==> src/rtl/decryption_out_packer.sv <==
// Packs the decrypted 8-bit character stream into 32-bit words (LSB first) and buffers them
// in a small word FIFO behind a valid/ready master port; a terminator flushes the partial word.
module decryption_out_packer #(
  parameter int unsigned FIFO_DEPTH = 4,
  parameter logic [7:0]  TERM_CHAR  = 8'hFA
) (
  input  logic        clk_sys,
  input  logic        rst,
  input  logic [7:0]  data_i,
  input  logic        valid_i,
  output logic [31:0] data_o,
  output logic        valid_o,
  input  logic        ready_i,
  output logic        last_o,
  output logic [2:0]  bytes_o,
  output logic        busy_o,
  output logic        overflow_o
);

  localparam int unsigned PtrW = $clog2(FIFO_DEPTH);
  localparam logic [PtrW:0] CntFull = (PtrW + 1)'(FIFO_DEPTH);
  localparam logic [PtrW:0] CntBusy = (PtrW + 1)'(FIFO_DEPTH - 1);

  logic [31:0]     pack_q, pack_d;
  logic [1:0]      k_q, k_d;
  logic [PtrW-1:0] wr_ptr_q, wr_ptr_d;
  logic [PtrW-1:0] rd_ptr_q, rd_ptr_d;
  logic [PtrW:0]   cnt_q, cnt_d;
  logic            busy_q, busy_d;
  logic            ovf_q, ovf_d;

  logic [31:0] mem_data_q  [FIFO_DEPTH];
  logic [2:0]  mem_bytes_q [FIFO_DEPTH];
  logic        mem_last_q  [FIFO_DEPTH];

  logic        is_term, full, pop, push_req, push;
  logic [31:0] push_data;
  logic [2:0]  push_bytes;
  logic        push_last;

  assign valid_o    = (cnt_q != '0);
  assign data_o     = valid_o ? mem_data_q[rd_ptr_q]  : '0;
  assign bytes_o    = valid_o ? mem_bytes_q[rd_ptr_q] : '0;
  assign last_o     = valid_o ? mem_last_q[rd_ptr_q]  : 1'b0;
  assign busy_o     = busy_q;
  assign overflow_o = ovf_q;

  always_comb begin
    is_term  = (data_i == TERM_CHAR);
    full     = (cnt_q == CntFull);
    pop      = valid_o && ready_i;
    push_req = valid_i && (is_term || (k_q == 2'd3));
    // A simultaneous pop frees the slot, so a full FIFO can still accept the push.
    push     = push_req && (!full || pop);

    pack_d     = pack_q;
    k_d        = k_q;
    push_data  = pack_q;
    push_bytes = {1'b0, k_q};
    push_last  = 1'b1;

    if (valid_i) begin
      if (is_term) begin
        pack_d = '0;
        k_d    = '0;
      end else if (k_q == 2'd3) begin
        push_data  = {data_i, pack_q[23:0]};
        push_bytes = 3'd4;
        push_last  = 1'b0;
        pack_d     = '0;
        k_d        = '0;
      end else begin
        pack_d = pack_q | ({24'd0, data_i} << {k_q, 3'b000});
        k_d    = k_q + 2'd1;
      end
    end

    wr_ptr_d = push ? wr_ptr_q + PtrW'(1) : wr_ptr_q;
    rd_ptr_d = pop  ? rd_ptr_q + PtrW'(1) : rd_ptr_q;

    unique case ({push, pop})
      2'b10:   cnt_d = cnt_q + (PtrW + 1)'(1);
      2'b01:   cnt_d = cnt_q - (PtrW + 1)'(1);
      default: cnt_d = cnt_q;
    endcase

    busy_d = (cnt_d >= CntBusy);
    ovf_d  = ovf_q | (push_req && !push);
  end

  always_ff @(posedge clk_sys) begin
    if (rst) begin
      pack_q   <= '0;
      k_q      <= '0;
      wr_ptr_q <= '0;
      rd_ptr_q <= '0;
      cnt_q    <= '0;
      busy_q   <= 1'b0;
      ovf_q    <= 1'b0;
    end else begin
      pack_q   <= pack_d;
      k_q      <= k_d;
      wr_ptr_q <= wr_ptr_d;
      rd_ptr_q <= rd_ptr_d;
      cnt_q    <= cnt_d;
      busy_q   <= busy_d;
      ovf_q    <= ovf_d;
    end
  end

  // Storage needs no reset: outputs are masked while the FIFO is empty.
  always_ff @(posedge clk_sys) begin
    if (push && !rst) begin
      mem_data_q[wr_ptr_q]  <= push_data;
      mem_bytes_q[wr_ptr_q] <= push_bytes;
      mem_last_q[wr_ptr_q]  <= push_last;
    end
  end

endmodule

==> config.mk <==
export PLATFORM = sky130hd
export DESIGN_NAME = decryption_out_packer
export DESIGN_NICKNAME = d
export VERILOG_FILES = /design/src/rtl/decryption_out_packer.sv
export SDC_FILE = /design/constraint.sdc
export NUM_CORES = 1
export LEC_CHECK = 0
export CORE_ASPECT_RATIO = 1.5
export CORE_UTILIZATION = 45
export CTS_BUF_LIST = sky130_fd_sc_hd__clkbuf_8
export CTS_CLUSTER_SIZE = 8
export DETAILED_ROUTE_END_ITERATION = 8
export MAX_ROUTING_LAYER = met4
export PLACE_DENSITY = 0.69
export SYNTH_ARGS = -nofsm -noshare
export SYNTH_HDL_FRONTEND = slang
export SYNTH_SLANG_ARGS = --single-unit
==> constraint.sdc <==
create_clock -name clk_sys -period 3.3 [get_ports clk_sys]
set_clock_uncertainty 0.2 [all_clocks]
set_input_delay 0.825 -clock clk_sys [delete_from_list [all_inputs] [get_ports clk_sys]]
set_output_delay 0.825 -clock clk_sys [all_outputs]
set_load 0.01 [all_outputs]
== After elaboration in Yosys (flattened, before gate mapping) ==
Memory sizes are Yosys's and may differ from the RTL's. A register that Yosys moved wholly into a read port is not among the register bits.
Index checks and enable logic that the tools add are counted.
Widths: inputs -> output; s select.
Word-level totals
  logic and storage cells: 60
  output and inout bits: 39
  memories kept: 3
  memory bits (writable): 144
  register bits: 43
Memories
  mem_data_q: depth 4, bits a word 32, rd ports 1, clocked after memory_dff 1, wr ports 1, line 32  | logic [31:0] mem_data_q [FIFO_DEPTH];
  mem_bytes_q: depth 4, bits a word 3, rd ports 1, clocked after memory_dff 1, wr ports 1, line 33  | logic [2:0] mem_bytes_q [FIFO_DEPTH];
  mem_last_q: depth 4, bits a word 1, rd ports 1, clocked after memory_dff 1, wr ports 1, line 34  | logic mem_last_q [FIFO_DEPTH];
Operators by class
  magnitude comparators: 1
  reductions and logical operators: 11
  bitwise operators: 2
  add/subtract/negate cells: 5
  equality and inequality tests: 5
  mux-type cells: 25
  shifts and indexed selects: 1
Operators by type and width (number)
  $mux 32: 6
  $or 32x32->32: 1
  $shl 8x5->32: 1
  $mux 2: 8
  $mux 3: 4
  $eq 8x8->1 const B: 1
  $add 2x1->2 const B: 3
  $mux 1: 6
  $pmux 3 s2: 1
  $logic_and 1x1->1: 5
  $eq 2x2->1 const B: 2
  $add 3x1->3 const B: 1
  $eq 3x3->1 const B: 1
  $ge 3x2->1 const B: 1
  $logic_not 1->1: 3
  $reduce_bool 3->1: 1
  $sub 3x1->3 const B: 1
  $eq 2x1->1 const B: 1
  $logic_or 1x1->1: 2
  $or 1x1->1: 1

== Logic depth before layout (Yosys ltp) ==
  depth after elaboration: 7
  depth in mapped cells: 10
  depth with buffers taken out: 10

== Worst setup path before layout ==
OpenSTA, ideal clock, no wires.
  path kind: in2reg
  start point: in data_i[2]
  end point: mem mem_bytes_q[0][0] (enable)
  path buffers: 0
  arrival time: 2.552 ns
  required time: 2.703 ns
  library setup time: 0.397 ns
  setup slack: 0.151 ns
  stages on the path: 5
  cell sequence: and4bb_2 -> a21o_1 -> nand3_1 -> nor2_1 -> and2_1
Between the ends
  cells in the longest elaborated chain, start to end: 7
Ends and longest elaborated chain
  from (decl): line 9  | input logic [7:0] data_i,
  $eq 8x8->1: line 49  | is_term = (data_i == TERM_CHAR);
  $logic_or 1x1->1: line 52  | push_req = valid_i && (is_term || (k_q == 2'd3));
  $logic_and 1x1->1: line 52
  $logic_and 1x1->1: line 54  | push = push_req && (!full || pop);
  $logic_and 1x1->1: line 113  | if (push && !rst) begin
  $mux 1: line 113
  $mux 1 (not written as such): line 115  | mem_bytes_q[wr_ptr_q] <= push_bytes;
  to (decl): line 33
No other way between the ends.

==> summary.md <==
| Metric | Value |
|---|---|
| Outcome | finished, final reports clean |
| CP max-delay cell | mux4_2 |
| Yosys top cell area share | 0.595 |
| Worst Tran Pin Value | 0.401 ns |
| Crit-path max FO | 11 |
| Via count | about 4000 |
| # IOs | 51 |
| Combinational power share | 0.258 |
| First-pass iteration count of the detailed router | 5 |
| # DRC | 0 |
| Asr flop ratio synth | 0 |
| Primary FF master, synth | edfxtp_1 |
| Final standard cell utilization of the core | 0.557 |
| Routed len/inst | 19.3 µm |
| Starting density of the core | 0.463 |
| First-pass GRT wire length | around 22000 µm |
| Final global-route overflow total | 0 |
| Die width | 106 µm |
| Part of the power in the clock network | 0.254 |
| Final ANT Viol Nets | 0 |
| Vias in the first global route | 4122 |
| Top post-synthesis cells by area | edfxtp_1, dfxtp_1, mux4_2, and2_1, a21oi_1 |
| Setup CP Type | reg -> out |
| Final cell area excluding filler cells | 0.00874 mm² |
| Post-Syn Area | between 0.007 and 0.008 mm² |
| Max_slew headroom | 0.733 |
| 1st-iter DRT viols | 219 |
| Post-DP HPWL | 8970 µm |
| RR Endpoint | busy_o |
| Sequential share of the synthesized area | 0.719 |
| Most frequent cell after synthesis | edfxtp_1 |
| Final hold violation count | 0 |
| Hold path startpoint | pack_q[27] |
| Slowest Stage Delay on Critical Path | 0.53 ns |
| Switching Share | 0.280 |
| Number of CTS-inserted buffers | 17 |
| Root Buffer | clkbuf_8 |
| Max Buffers Root-to-Sink | 2 |
| Sequential share of power | 0.488 |
| Part of the cycle the worst path needs | 0.978 |
| Final setup vio count | 0 |
| # rows | 56 |
| Area grow syn2layout | 20.3% |
| Placed Instances | 695 |
| Hold Path Class | reg -> reg |
| Static leakage | 3.57 nW |
| Port Buf Inserts | 50 |
| Worst vdd ir | between 0.5 and 0.6 mV |
| Standard cell core area | 0.0157 mm² |
| Distinct cell type count of the synthesized netlist | 37 |
| Pwr dens | 627 mW/mm² |
| #FFs+latches synth | ~190 |
| Global Route Usage Sum | 0.186 |
| Crit. End Element | output pin |
| Switch Pwr | 0.00153 W |
| Pwr Total | 0.00548 W |
| Fmax | 310 MHz |
| Drt via density | 5.43 |
| H-tree levels | 4 |
| Critical-path cell list | buf_12, buf_4, mux4_2, and2_1, dlygate4sd2_1 |
| WHS Path Cells | 2 |
| Die height | 158 µm |
| Crit path DAT | around 2.2 ns |
| Diode count | 0 |
| Worst reg-to-reg setup slack | ~0.55 ns |
| Number of synthesized flops with an enable pin | 144 |
| Share of layout cells above drive strength 1 | 0.224 |
| Antenna violations before repair | 0 |
| Clk slew on worst S/H paths | approximately 0.10 ns |
| Die Area | around 0.017 mm² |
| Placed instance area | between 0.008 and 0.009 mm² |
| Cell taking the most area after synthesis | edfxtp_1 |
| Synth Net Count | 453 |
| Reg-to-reg startpoint | cnt_q[0] |
| Top cells by count, synth | edfxtp_1, dfxtp_1, nor2_1 |
| Period minus WS final | 3.23 ns |
| Slew Viols, Final | 0 |
| Filler cells | 1263 |
| Clock latency on the worst-skew pair | 0.45 ns |
| Routability Congestion | 0.835 |
| Pint | 0.00395 W |
| Mapped Cells | 433 |
| Hold_buf cts | 0 |
| Syn Area/Cell | roughly 17 µm² |
| Path depth of the worst reg2reg path | 10 |
| Clk sink count | 189 |
| Setup TNS | 0 ns |
| Final net count | 534 |
| CTS tree | built |
| Largest net degree at the start of global routing | 40 |
| Max-Cap Viols | 0 |
| Ys Warns | 0 |
| Hold worst-path end | pack_q[27] |
| Setup crit start kind | register |
| Worst path required time | ~2.3 ns |
| Final Non-Filler Cells | 730 |
| Final WL | 14100 µm |
==> stage by stage <==
stage               hold WS, ns  setup WS, ns
floorplan                 0.231         0.151
finish                    0.278        0.0731
CTS                       0.277       -0.0862
global placement          0.244        -0.187
detailed placement        0.253        -0.289
global route              0.315      -0.00363
==> layout make-up <==
class	instances	area, µm²	share of cell area
repair buffers	83	937	0.107
flip-flops and latches	189	5230	0.598
well taps	203	254	0.0291
inverters	9	33.8	0.00386
clock inverters	15	128	0.0146
clock buffers	17	234	0.0268
multi-input cells	214	1930	0.220
==> power by group through the flow <==
stage               sequential (W)  clock (W)  combinational (W)
finish                     0.00267    0.00139            0.00141
global route               0.00268    0.00151            0.00153
CTS                        0.00266    0.00142            0.00148
detailed placement         0.00271          0            0.00143
global placement           0.00270          0            0.00142
floorplan                  0.00269          0           0.000809
==> cells in the final DEF (no fill, tap or decap), types with 2 or more instances in the layout <==
cell / instances
a21oi_1: 35
and2_1: 41
and3_1: 4
buf_12: 7
buf_4: 24
clkbuf_8: 17
clkdlybuf4s50_1: 16
clkinv_2: 3
clkinv_4: 2
dfxtp_1: 44
dlygate4sd2_1: 2
dlymetal6s2s_1: 32
edfxtp_1: 144
ha_1: 7
inv_1: 9
inv_6: 6
inv_8: 2
mux2_2: 10
mux2i_1: 2
mux4_2: 36
nand2_1: 8
nand3_1: 2
nor2_1: 42
nor3_1: 2
o21a_1: 2
o21ai_0: 3
xnor2_1: 3
==> registers in the layout (all words and copies together), names as in the netlist, named ones only <==
| signal | flops |
|---|---|
| mem_data_q | 128 |
| mem_bytes_q | 12 |
| cnt_q | 3 |
| k_q | 2 |
| mem_last_q | 4 |
| overflow_o | 1 |
| rd_ptr_q | 2 |
| pack_q | 32 |
| wr_ptr_q | 2 |
| busy_o | 1 |
==> worst max-delay path, delay by kind of cell, from the launching register on <==
family	cells	cell delay, ns
AND/OR/NAND/NOR	1	0.18
buffers and inverters	3	0.60
flip-flops	1	0.45
multiplexers	1	0.53
==> cell families after synthesis <==
logic type | count (synthesis) | share of synthesized area
adders and majority gates | 8 | 0.0148
muxes | 48 | 0.130
DFF | 189 | 0.719
AOI/OAI and AO/OA | 46 | 0.0362
xor gates and xnor gates | 4 | 0.00482
buffers and inverters | 30 | 0.0162
and+or+nand+nor | 108 | 0.0790
==> what timing repair did <==
item | CTS | global route
pin swaps | 0 | 0
cloned | 1 | 0
endpoints found under the setup margin | 36 | 30
resized for setup | 6 | 35
buffers inserted | 0 | 2
==> metal layers <==
metal / up-vias / global-route usage / wire (µm)
met5: - / - / 0
met4: 0 / 0.0952 / 473
met3: 33 / 0.0375 / 538
met2: 110 / 0.325 / 7670
met1: 2024 / 0.200 / 5420
li1: 1796 / - / -
==> worst max-delay path by stage <==
stage | end | from | depth (start not counted)
after global routing | data_o[8] | register | 5
after detailed placement | busy_o | data_i[1] | 11
after global placement | busy_o | data_i[1] | 11
final | data_o[8] | register | 5
after CTS | data_o[29] | register | 4
after floorplan | mem_bytes_q[0][0] | data_i[2] | 5
Power figures use the tool's default switching activity.
==> edit (same settings) <==
The parameter `FIFO_DEPTH` goes from 4 to 8.
--- a/src/rtl/decryption_out_packer.sv
+++ b/src/rtl/decryption_out_packer.sv
@@ -3,3 +3,3 @@
 module decryption_out_packer #(
-  parameter int unsigned FIFO_DEPTH = 4,
+  parameter int unsigned FIFO_DEPTH = 8,
   parameter logic [7:0]  TERM_CHAR  = 8'hFA
Check against the original RTL: not equivalent (Yosys sat finds a counterexample within 4 cycles, from zero or initial values and one cycle with rst high).
==> edit against the unedited design <==
  * First-iteration DRC count up 110%
  * Setup slack worse by 0.066 ns
  * Design area up 77%
  * Area after synthesis up 78%
  * Synthesized cell count up 58%
  * Sequential cell count up 148
  * Combinational power up 29%
  * Wire length up 93%
  * Total power up 73%
  * Highest routed layer unchanged
==> edit: results (changes against the unedited design) <==
[cts]
insertion_delay_ns=0.55  ; +0.10 ns
numCtsBuffers=49  ; +32
path_clk_slew_ns=0.07  ; -0.03 ns
ctsResizeCount=136  ; +130
clk_path_buf_depth=3  ; +1

[placed_design]
dp_slack_ns=-0.142  ; +0.148 ns
place_hpwl_mm=15.3  ; +70%
routabilityCongestion=0.744  ; -11%
placed_area_mm2=0.0143  ; +74%
dp_cells=1087  ; +56%

[critical_path]
crit_end=data_o[23]
r2r_cells=11  ; +1
ff2ff_setup_slack_ns=0.39  ; -0.16 ns
r2r-start=cnt_q[2]

[synth]
yosysSeqAreaShare_pct=74.7  ; +2.7 points
synthTopCellsByArea=edfxtp_1 67%, mux4_2 13%, dfxtp_1 7.6%
yosysTopAreaCellShare_pct=67.0  ; +7.5 points
synth_cell_type_count=41  ; +11%
synth_nets=703  ; +55%
synth_common_cells=288 x edfxtp_1, 86 x nor2_1, 72 x mux4_2, 49 x dfxtp_1, 38 x mux2i_1

[finish]
top_regs=mem_data_q x256, pack_q x32, mem_bytes_q x24
inverters=7  ; -2
utilization_pct=55.2  ; -0.49 points
seqCellArea_mm2=0.00964  ; +84%
clkbuf_count=51  ; +34
multiInputGateArea_mm2=0.00320  ; +66%
nets=840  ; +57%
final-clk-cell-share_pct=5.48  ; +1.3 points
buffers_excl_clock=122  ; +47%

[global_routing]
grt_max_degree=73  ; +83%
use_met2_pct=34.6  ; +2.1 points
grt.met1_usage_pct=22.8  ; +2.8 points
grt_pass1_vias=7286  ; +77%
grt_pass1_wl_mm=41.7  ; +90%
grtUsageMet3_pct=2.67  ; -1.1 points

[timing]
worstMarginPinSlew_ns=0.522  ; +0.121 ns
final.period_utilization_pct=99.8  ; +2.0 points

[route]
dr_wl_met3_mm=1.35  ; +150%
met1_length_mm=10.6  ; +95%
routed_wirelength_mm=27.2  ; +93%
wl_met2_mm=14.3  ; +86%

[power_and_ir_drop]
ir_worst_vdd_uv=366  ; -36%
total_leakage_power_nw=5.44  ; +52%

[run_status]
status=complete, no violations

==> edit: cell types whose count changed after synthesis, sizes merged, moves of 3 or more <==
| cell | change |
|---|---|
| nand2 | +5 |
| mux2i | +36 |
| and2 | -38 |
| edfxtp | +144 |
| buf | +12 |
| nor4 | +3 |
| nor2 | +44 |
| dfxtp | +4 |
| mux4 | +36 |
| clkbuf | +3 |
==> edit: cells by family after synthesis <==
logic type / share of synthesized area [%]
flops: 74.7
fa+ha+maj: 0.834
buf+inv: 1.43
mux: 16.2
xor+xnor: 0.689
compound gates: 2.04
simple gates: 4.14
==> edit: power by group <==
group / internal (W) / switching [W] / total (W) / leakage, nW
Combinational: 0.000977 / 0.000845 / 0.00182 / 1.68
Sequential: 0.00466 / 0.0000817 / 0.00474 / 3.20
Clock: 0.00142 / 0.00147 / 0.00289 / 0.557
==> edit: critical path, delay by kind of cell (launching register included) <==
kind                   cells  cell delay [ns]
muxes                      2             0.73
and+or+nand+nor            1             0.07
DFF                        1             0.37
buffers and inverters      4             0.56
